`config.mk`:
```
export PLATFORM = sky130hd
export DESIGN_NAME = mem_port_arbiter
export DESIGN_NICKNAME = d
export VERILOG_FILES = /design/src/rtl/mem_port_arbiter.sv
export SDC_FILE = /design/constraint.sdc
export NUM_CORES = 1
export LEC_CHECK = 0
export ABC_AREA = 1
export BUFFER_PORTS_ARGS = -buffer_cell sky130_fd_sc_hd__clkbuf_2
export CORE_AREA = 2 2 105 107
export DETAILED_ROUTE_END_ITERATION = 8
export DIE_AREA = 0 0 107 109
export REMOVE_ABC_BUFFERS = 1
export SLEW_MARGIN = 15
export SYNTH_ARGS = -nofsm -noshare
export SYNTH_HDL_FRONTEND = slang
export SYNTH_SLANG_ARGS = --single-unit
```
`constraint.sdc`:
```
create_clock -name clk_i -period 1.1 [get_ports clk_i]
set_clock_uncertainty 0.1 [all_clocks]
set_input_delay 0.055 -clock clk_i [delete_from_list [all_inputs] [get_ports clk_i]]
set_output_delay 0.055 -clock clk_i [all_outputs]
set_load 0.005 [all_outputs]
```
`src/rtl/mem_port_arbiter.sv`:
```
// mem_port_arbiter: two-requester round-robin arbiter for the shared memory
// port. Requester 0 is instruction fetch, requester 1 is data load/store.
// One transaction at a time; each ends on a memory ack or on a timeout.
module mem_port_arbiter #(
    parameter int ADDR_W  = 32,
    parameter int DATA_W  = 32,
    parameter int TIMEOUT = 16
) (
    input  logic              clk_i,
    input  logic              rst_i,
    input  logic              req0_i,
    input  logic              req1_i,
    input  logic [ADDR_W-1:0] addr0_i,
    input  logic [ADDR_W-1:0] addr1_i,
    input  logic [DATA_W-1:0] wdata0_i,
    input  logic [DATA_W-1:0] wdata1_i,
    input  logic              we0_i,
    input  logic              we1_i,
    output logic              gnt0_o,
    output logic              gnt1_o,
    output logic              ack0_o,
    output logic              ack1_o,
    output logic [DATA_W-1:0] rdata_o,
    output logic              err_o,
    output logic              sel_o,
    output logic              mem_req_o,
    output logic [ADDR_W-1:0] mem_addr_o,
    output logic [DATA_W-1:0] mem_wdata_o,
    output logic              mem_we_o,
    input  logic              mem_ack_i,
    input  logic [DATA_W-1:0] mem_rdata_i
);

    localparam int CNT_W = (TIMEOUT > 1) ? $clog2(TIMEOUT) : 1;
    localparam logic [CNT_W-1:0] CNT_LAST = CNT_W'(TIMEOUT - 1);

    localparam logic [0:0] S_IDLE = 1'b0;
    localparam logic [0:0] S_BUSY = 1'b1;

    logic [0:0]       state_q, state_d;
    logic             owner_q, owner_d;
    logic             last_q, last_d;
    logic [CNT_W-1:0] cnt_q, cnt_d;

    logic busy;
    logic acked;
    logic timed_out;
    logic done;

    // 2:1 steering of the address bus; zero while the port is not owned.
    function automatic logic [ADDR_W-1:0] steer_addr(
        input logic              en,
        input logic              sel,
        input logic [ADDR_W-1:0] a0,
        input logic [ADDR_W-1:0] a1
    );
        if (!en)
            return '0;
        return sel ? a1 : a0;
    endfunction

    // 2:1 steering of the write-data bus; zero while the port is not owned.
    function automatic logic [DATA_W-1:0] steer_data(
        input logic              en,
        input logic              sel,
        input logic [DATA_W-1:0] d0,
        input logic [DATA_W-1:0] d1
    );
        if (!en)
            return '0;
        return sel ? d1 : d0;
    endfunction

    assign busy      = (state_q == S_BUSY);
    assign acked     = busy & mem_ack_i;
    // A coincident ack wins over the timeout, so the timeout requires no ack.
    assign timed_out = busy & ~mem_ack_i & (cnt_q == CNT_LAST);
    assign done      = acked | timed_out;

    // Next-state: arbitrate in IDLE, count and finish in BUSY.
    always_comb begin
        state_d = state_q;
        owner_d = owner_q;
        last_d  = last_q;
        cnt_d   = cnt_q;
        case (state_q)
            S_IDLE: begin
                if (req0_i | req1_i) begin
                    state_d = S_BUSY;
                    cnt_d   = '0;
                    // On a tie the requester not served last wins.
                    if (req0_i & req1_i)
                        owner_d = ~last_q;
                    else
                        owner_d = req1_i;
                end
            end
            default: begin
                if (done) begin
                    state_d = S_IDLE;
                    last_d  = owner_q;
                    cnt_d   = '0;
                end else begin
                    cnt_d = cnt_q + 1'b1;
                end
            end
        endcase
    end

    // State registers; reset drops any transaction in flight without an ack.
    always_ff @(posedge clk_i or negedge rst_i) begin
        if (!rst_i) begin
            state_q <= S_IDLE;
            owner_q <= 1'b0;
            last_q  <= 1'b1;
            cnt_q   <= '0;
        end else begin
            state_q <= state_d;
            owner_q <= owner_d;
            last_q  <= last_d;
            cnt_q   <= cnt_d;
        end
    end

    // Grants and the mux select come straight from registered state;
    // sel_o keeps pointing at the last owner while idle.
    assign gnt0_o    = busy & ~owner_q;
    assign gnt1_o    = busy &  owner_q;
    assign sel_o     = owner_q;
    assign mem_req_o = busy;

    assign mem_addr_o  = steer_addr(busy, owner_q, addr0_i, addr1_i);
    assign mem_wdata_o = steer_data(busy, owner_q, wdata0_i, wdata1_i);
    assign mem_we_o    = busy & (owner_q ? we1_i : we0_i);

    // Completion goes to the owner on ack or timeout; data only on a real ack.
    assign ack0_o  = done & ~owner_q;
    assign ack1_o  = done &  owner_q;
    assign err_o   = timed_out;
    assign rdata_o = acked ? mem_rdata_i : '0;

endmodule

```
==> Implementation_results.wiki, run 1 <==
{| class="wikitable"
! Metric !! Value
|-
| Run status || finished with violations
|-
| Violated checks || negative hold slack, negative setup slack
|-
| Max-capacitance violation count || 0
|-
| Largest net degree at the start of global routing || 33
|-
| Clk sinks || 7
|-
| Total Negative Setup Slacks || -35.57 ns
|-
| Fin crit share || 136%
|-
| Routed Antenna Nets || 0
|-
| Synthesized area divided by synthesized cell count || 6.55 um^2
|-
| Count of input and output buffers || 270
|-
| Setup CP Type || reg2out
|-
| Maximum vdd ir drop || 0.772 mV
|-
| Initial Util || 12.5%
|-
| Distinct cell type count of the synthesized netlist || 16
|-
| Worst stage delay on the critical path || 0.40 ns
|-
| Yosys top cell by area || sky130_fd_sc_hd__a22o_1
|-
| Final-report hold violation count || 1
|-
| Post-layout instance count excluding filler cells || 630
|-
| Post-layout minimum cycle time || 1.49 ns
|-
| Wire length per cell after detailed routing || 13.5 um
|-
| Clock network latency to the later pin of the worst-skew pair || 0.23 ns
|-
| Cell Count Post-Placement || 612
|-
| Largest fanout on the critical path || 11
|-
| Leakage power || 2.12 nW
|-
| Global-route usage over all layers || 12.1%
|-
| GP Congestion || 0.760
|-
| Critical path's top delay family || flip-flops
|-
| P&R area growth vs syn || 146%
|-
| Number of buffers inserted during clock tree synthesis || 3
|-
| Category of the worst setup path launch point || register
|-
| Fin area || 3260 um^2
|-
| Endpoint class of the critical path || primary output
|-
| Relative slew slack || 88.2%
|-
| Die width || 107 um
|-
| Number of detailed-route iterations in the first pass || 4
|-
| DRC violations left || 0
|-
| Final setup slack of the worst path || -0.393 ns
|-
| Arrival time at the worst endpoint || 1.34 ns
|-
| Drt initial violations || 91
|-
| Routed WL || 8490 um
|-
| Placed cell area || 2900 um^2
|-
| Core region area || 10,600 um^2
|-
| Drt via density || 3.95
|-
| Die extent in y || 109 um
|-
| Clock-pin slew on the worst setup and hold paths || 0.04 ns
|-
| Remaining global-route overflow || 0
|-
| Actual slew at the worst max-slew pin || 0.177 ns
|-
| Final hold slack || -0.00341 ns
|-
| Area of the die || 11,700 um^2
|-
| Number of levels in the clock H-tree || 1
|-
| Cell at the root of the clock tree || sky130_fd_sc_hd__clkbuf_8
|-
| Worst-path cell with the longest stage delay || sky130_fd_sc_hd__dfrtp_1
|-
| Maximum clock frequency || 0.670 GHz
|-
| Clock tree from TritonCTS || yes
|-
| Initial antenna violation count || 1
|-
| Largest cells by area after synthesis || sky130_fd_sc_hd__a22o_1 (43%), sky130_fd_sc_hd__inv_1 (12%), sky130_fd_sc_hd__dfrtp_1 (11%)
|-
| Layout net count || 658
|-
| Post-synthesis instance area || 1320 um^2
|-
| Max clock buf depth || 2
|-
| Number of setup violations in the final report || 109
|-
| Yosys synthesis warning count || 0
|-
| RSZ-0062 raised after global routing || true
|-
| Class of the worst hold path || in2reg
|-
| Final Core Density || 30.7%
|-
| Gate count of the mapped netlist || 202
|-
| Total number of placement rows || 38
|-
| Pwr dens || 1530 nW/um^2
|-
| Ratio of cells with drive above 1 in the final layout || 64.2%
|-
| Number of top-level pins || 271
|-
| Wire length of the first global-routing pass || 11,000 um
|-
| Total number of vias || 2,490
|-
| Via count of the first global-routing pass || 2,115
|-
| Placed wire-length estimate || 6770 um
|-
| Number of pins with negative max-slew slack in the final report || 0
|-
| Seq/Total Area, Yosys || 13.3%
|-
| Area share of the largest cell type after synthesis || 43.0%
|-
| Crit path buf inv count || 3
|-
| Ordered cell list for the critical path || nand2_2 > inv_8 > buf_12 > a22o_1 > clkbuf_2
|-
| Seq cells post-synth || 7
|-
| Data required time at the worst endpoint || 0.94 ns
|}
[worst register-to-register path, stage by stage (launching register included)]
cell and delay, ns:
sky130_fd_sc_hd__dfrtp_1 0.39, sky130_fd_sc_hd__buf_4 0.19, sky130_fd_sc_hd__nand2_1 0.09, sky130_fd_sc_hd__buf_4 0.14, sky130_fd_sc_hd__nor2_1 0.10, sky130_fd_sc_hd__o21ai_0 0.09, sky130_fd_sc_hd__nand2_1 0.06
[cell usage in the layout, fill, tap and decap left out, drive strengths merged]
master / netlist / routed
ha: 1 / 1
clkbuf: 3 / 275
buf: 14 / 27
diode: 0 / 1
nand3: 6 / 6
dlygate4sd3: 0 / 2
a22o: 65 / 65
dfstp: 1 / 1
dfrtp: 6 / 6
nor2: 38 / 38
nand4: 1 / 1
inv: 43 / 43
o21bai: 1 / 1
nand2: 18 / 18
o21ai: 5 / 5
[registers in the layout, summed over array words and instances (netlist names)]
signal     flops
cnt_q          4
last_q         1
mem_req_o      1
sel_o          1
[cell families (layout without fill, tap and decap cells)]
family | after synthesis | in the layout | synth area share [%]
AOI/OAI and AO/OA | 71 | 71 | 45.5
adders and majority gates | 1 | 1 | 0.945
buffers and inverters | 60 | 347 | 21.6
DFF | 7 | 7 | 13.3
other | 0 | 1 | 0
and+or+nand+nor | 63 | 63 | 18.6
[worst paths after layout]
check | slack, ns | startpoint | depth (start not counted) | endpoint
hold / removal | -0.003 | req0_i | 3 | mem_req_o
hold reg to reg | 0.38 | last_q | 2 | last_q
max in group asynchronous | 0.57 | rst_i | 2 | last_q
setup / recovery | -0.39 | mem_req_o | 5 | mem_addr_o[18]
setup reg to reg | -0.12 | mem_req_o | 6 | cnt_q[2]
min in group asynchronous | 0.10 | rst_i | 2 | cnt_q[3]
[stage by stage]
stage	total power [mW]	worst slack [ns]
finish	4.99	-0.393
global route	5.41	-0.463
CTS	4.68	-0.411
detailed placement	3.83	-0.208
global placement	3.84	-0.255
floorplan	1.87	-0.476
[synth_stat cells]
master and n:
sky130_fd_sc_hd__a22o_1 65, sky130_fd_sc_hd__buf_2 4, sky130_fd_sc_hd__buf_4 5, sky130_fd_sc_hd__buf_6 5
sky130_fd_sc_hd__clkbuf_1 3, sky130_fd_sc_hd__dfrtp_1 6, sky130_fd_sc_hd__dfstp_2 1, sky130_fd_sc_hd__ha_1 1
sky130_fd_sc_hd__inv_1 41, sky130_fd_sc_hd__inv_2 2, sky130_fd_sc_hd__nand2_1 18, sky130_fd_sc_hd__nand3_1 6
sky130_fd_sc_hd__nand4_1 1, sky130_fd_sc_hd__nor2_1 38, sky130_fd_sc_hd__o21ai_0 5, sky130_fd_sc_hd__o21bai_1 1
[metal layers]
| layer | global-route usage, % | routed length (um) |
|---|---|---|
| met5 | 0 | 0 |
| met4 | 3.06 | 102 |
| met3 | 2.69 | 661 |
| met2 | 20.1 | 4130 |
| met1 | 15.9 | 3600 |
[area by class of cell]
class	count	area, um^2
inverter	43	176
antenna	1	2.50
fill	1191	7340
tap	140	175
sequential	7	176
timing repair buffer	300	1780
multi-input combinational	135	901
clock buffer	4	45.0
[repair_timing]
item                       in CTS  in global routing
gates cloned                    3                  5
hold buffers                    2                  0
hold endpoints to repair        8                  0
setup buffers                   3                  0
pin swaps                       8                  2
setup endpoints to repair     109                111
resized for setup              28                 10
[power breakdown]
part	internal [mW]	switching, mW	total, mW
logic	2.35	1.89	4.24
clock network	0.251	0.117	0.368
registers	0.331	0.0424	0.373
(Power assumes the default switching activity.)
==> run 2, diff against run 1 <==
--- a/config.mk
+++ b/config.mk
@@ -7,9 +7,11 @@
 export LEC_CHECK = 0
 export ABC_AREA = 1
 export BUFFER_PORTS_ARGS = -buffer_cell sky130_fd_sc_hd__clkbuf_2
-export CORE_AREA = 2 2 105 107
+export CELL_PAD_IN_SITES_DETAIL_PLACEMENT = 1
+export CELL_PAD_IN_SITES_GLOBAL_PLACEMENT = 2
+export CORE_UTILIZATION = 10
 export DETAILED_ROUTE_END_ITERATION = 8
-export DIE_AREA = 0 0 107 109
+export PLACE_DENSITY_LB_ADDON = 0.1
 export REMOVE_ABC_BUFFERS = 1
 export SLEW_MARGIN = 15
 export SYNTH_ARGS = -nofsm -noshare
==> run 2 against run 1 <==
Net effect: register-to-register slack worse by 0.02 ns; sequential power increased by 7.8%; non-clock buffer count grew 8; global-route usage up 0.99 points; flip-flop and latch count unchanged; the flow still finishes with violations (negative hold slack, negative setup slack); die area up 17%; combinational power up 11%; count of clock-buffer cells in the layout unchanged; first-iteration DRC count decreased by 54%.
==> Implementation_results.wiki, run 2 (synthesized netlist as in run 1, its figures left out) <==
{| class="wikitable"
! Metric !! Value
|-
| Total Negative Setup Slacks || -38.54 ns
|-
| Total number of placement rows || 41
|-
| Number of detailed-route iterations in the first pass || 3
|-
| DRC violations left || 0
|-
| Diodes inserted || 0
|-
| Worst-path cell with the longest stage delay || sky130_fd_sc_hd__dfrtp_2
|-
| Drt initial violations || 42
|-
| Layout net count || 667
|-
| Data required time at the worst endpoint || 0.94 ns
|-
| Initial antenna violation count || 0
|-
| Actual slew at the worst max-slew pin || 0.208 ns
|-
| Routed WL || 11,000 um
|-
| Final-report hold violation count || 1
|-
| Crit path buf inv count || 3
|-
| Die extent in y || 117 um
|-
| Pwr dens || 1530 nW/um^2
|-
| Final setup slack of the worst path || -0.438 ns
|-
| Post-layout minimum cycle time || 1.54 ns
|-
| Clk sinks || 7
|-
| Wire length per cell after detailed routing || 16.4 um
|-
| Number of top-level pins || 271
|-
| Leakage power || 2.25 nW
|-
| GP Congestion || 0.733
|-
| Initial Util || 10.4%
|-
| Remaining global-route overflow || 0
|-
| Core region area || 12,800 um^2
|-
| Endpoint class of the critical path || primary output
|-
| Maximum clock frequency || 0.650 GHz
|-
| Die width || 117 um
|-
| Flip-flop count of the largest register, all copies and words added || 4
|-
| Cell Count Post-Placement || 646
|-
| Class of the worst hold path || in2reg
|-
| Global-route usage over all layers || 13.1%
|-
| Largest net degree at the start of global routing || 37
|-
| Routed Antenna Nets || 0
|-
| Final Core Density || 29.4%
|-
| Worst stage delay on the critical path || 0.44 ns
|-
| Critical path's top delay family || flip-flops
|-
| Area of the die || 13,700 um^2
|-
| Placed wire-length estimate || 8820 um
|-
| Total number of vias || 2,634
|-
| Final hold slack || -0.0204 ns
|-
| Clock-pin slew on the worst setup and hold paths || 0.04 ns
|-
| Worst r2r path cells || 6
|-
| Fin crit share || 140%
|-
| Largest fanout on the critical path || 18
|-
| Max clock buf depth || 2
|-
| Total power consumption of the routed design || 5.72 mW
|-
| Maximum vdd ir drop || 0.499 mV
|-
| P&R area growth vs syn || 183%
|-
| Number of setup violations in the final report || 109
|-
| Commonest non-fill, non-tap cells in the layout || sky130_fd_sc_hd__clkbuf_2 (237), sky130_fd_sc_hd__a22o_1 (64), sky130_fd_sc_hd__inv_1 (37)
|-
| Number of levels in the clock H-tree || 1
|-
| Max-capacitance violation count || 0
|-
| RSZ-0062 raised after global routing || true
|-
| Relative slew slack || 86.1%
|-
| Clock tree from TritonCTS || yes
|-
| Fillers || 1,606
|-
| Run status || finished with violations
|-
| Top reg by flops || cnt_q
|-
| Post-layout instance count excluding filler cells || 670
|-
| Depth of the worst hold-timing path || 3
|-
| Arrival time at the worst endpoint || 1.38 ns
|-
| Most frequent standard cell in the layout excluding fill and tap cells || sky130_fd_sc_hd__clkbuf_2
|-
| Violated checks || negative hold slack, negative setup slack
|-
| Total stage count of the critical path || 5
|-
| Number of buffers inserted during clock tree synthesis || 3
|-
| Count of input and output buffers || 270
|-
| Drt via density || 3.93
|-
| Setup CP Type || reg2out
|-
| Wire length of the first global-routing pass || 13,300 um
|-
| Clock network latency to the later pin of the worst-skew pair || 0.23 ns
|-
| Via count of the first global-routing pass || 2,382
|-
| Ordered cell list for the critical path || nand2_2 > inv_6 > clkbuf_16 > a22o_1 > clkbuf_2
|-
| Category of the worst setup path launch point || register
|-
| Cell at the root of the clock tree || sky130_fd_sc_hd__clkbuf_16
|-
| Ratio of cells with drive above 1 in the final layout || 72.5%
|-
| Number of pins with negative max-slew slack in the final report || 0
|}
-- run 2: worst paths after layout --
kind                            from               to  slack, ns
max reg2reg                mem_req_o           last_q      -0.14
min reg2reg                   last_q           last_q       0.38
min                           req0_i        mem_req_o      -0.02
min in group asynchronous      rst_i         cnt_q[0]       0.10
max in group asynchronous      rst_i           last_q       0.56
max                        mem_req_o  mem_wdata_o[30]      -0.44
-- run 2: worst register-to-register path, cell delays in order, from the launching register on --
cell and delay [ns]:
sky130_fd_sc_hd__dfrtp_2 0.44, sky130_fd_sc_hd__buf_6 0.16, sky130_fd_sc_hd__nand2_8 0.12, sky130_fd_sc_hd__buf_8 0.15
sky130_fd_sc_hd__buf_6 0.10, sky130_fd_sc_hd__nand3_2 0.06, sky130_fd_sc_hd__nand2_1 0.07
-- run 2: final cells by class --
| class | count | area, um^2 | area share (%) |
|---|---|---|---|
| repair buffers | 308 | 1970 | 52.5 |
| repair inverters | 1 | 8.76 | 0.233 |
| flip-flops and latches | 7 | 178 | 4.74 |
| clock buffers | 4 | 78.8 | 2.10 |
| well taps | 172 | 215 | 5.74 |
| inverters | 43 | 176 | 4.70 |
| multi-input cells | 135 | 1120 | 30.0 |
-- run 2: what timing repair did --
item                       in CTS  in global routing
hold endpoints to repair        8                  0
pin swaps                       5                  8
gates resized for setup        22                117
hold buffers                    2                  0
cloned                          2                 10
setup buffers                   3                  4
setup endpoints to repair     110                110
-- run 2: per-stage QoR --
stage | instance area, um^2 | hold WS (ns) | setup WS, ns
2_1_floorplan | 1200 | -0.341 | -0.476
3_3_place_gp | 2970 | -0.179 | -0.255
3_5_place_dp | 2970 | -0.186 | -0.267
4_1_cts | 3210 | 0.0301 | -0.413
5_1_grt | 3750 | 0.00347 | -0.471
6_report | 3750 | -0.0204 | -0.438
-- run 2: layer usage --
metal  wire, um  track usage (%)
met5          0                0
met4         37             2.03
met3        647             2.21
met2       6480             27.8
met1       3850             13.2
-- run 2: where the power goes --
group,internal [mW],leakage [nW],total (mW),switching (mW)
clock network,0.483,0.0382,0.633,0.150
logic,2.55,2.13,4.69,2.14
registers,0.333,0.0877,0.402,0.0686
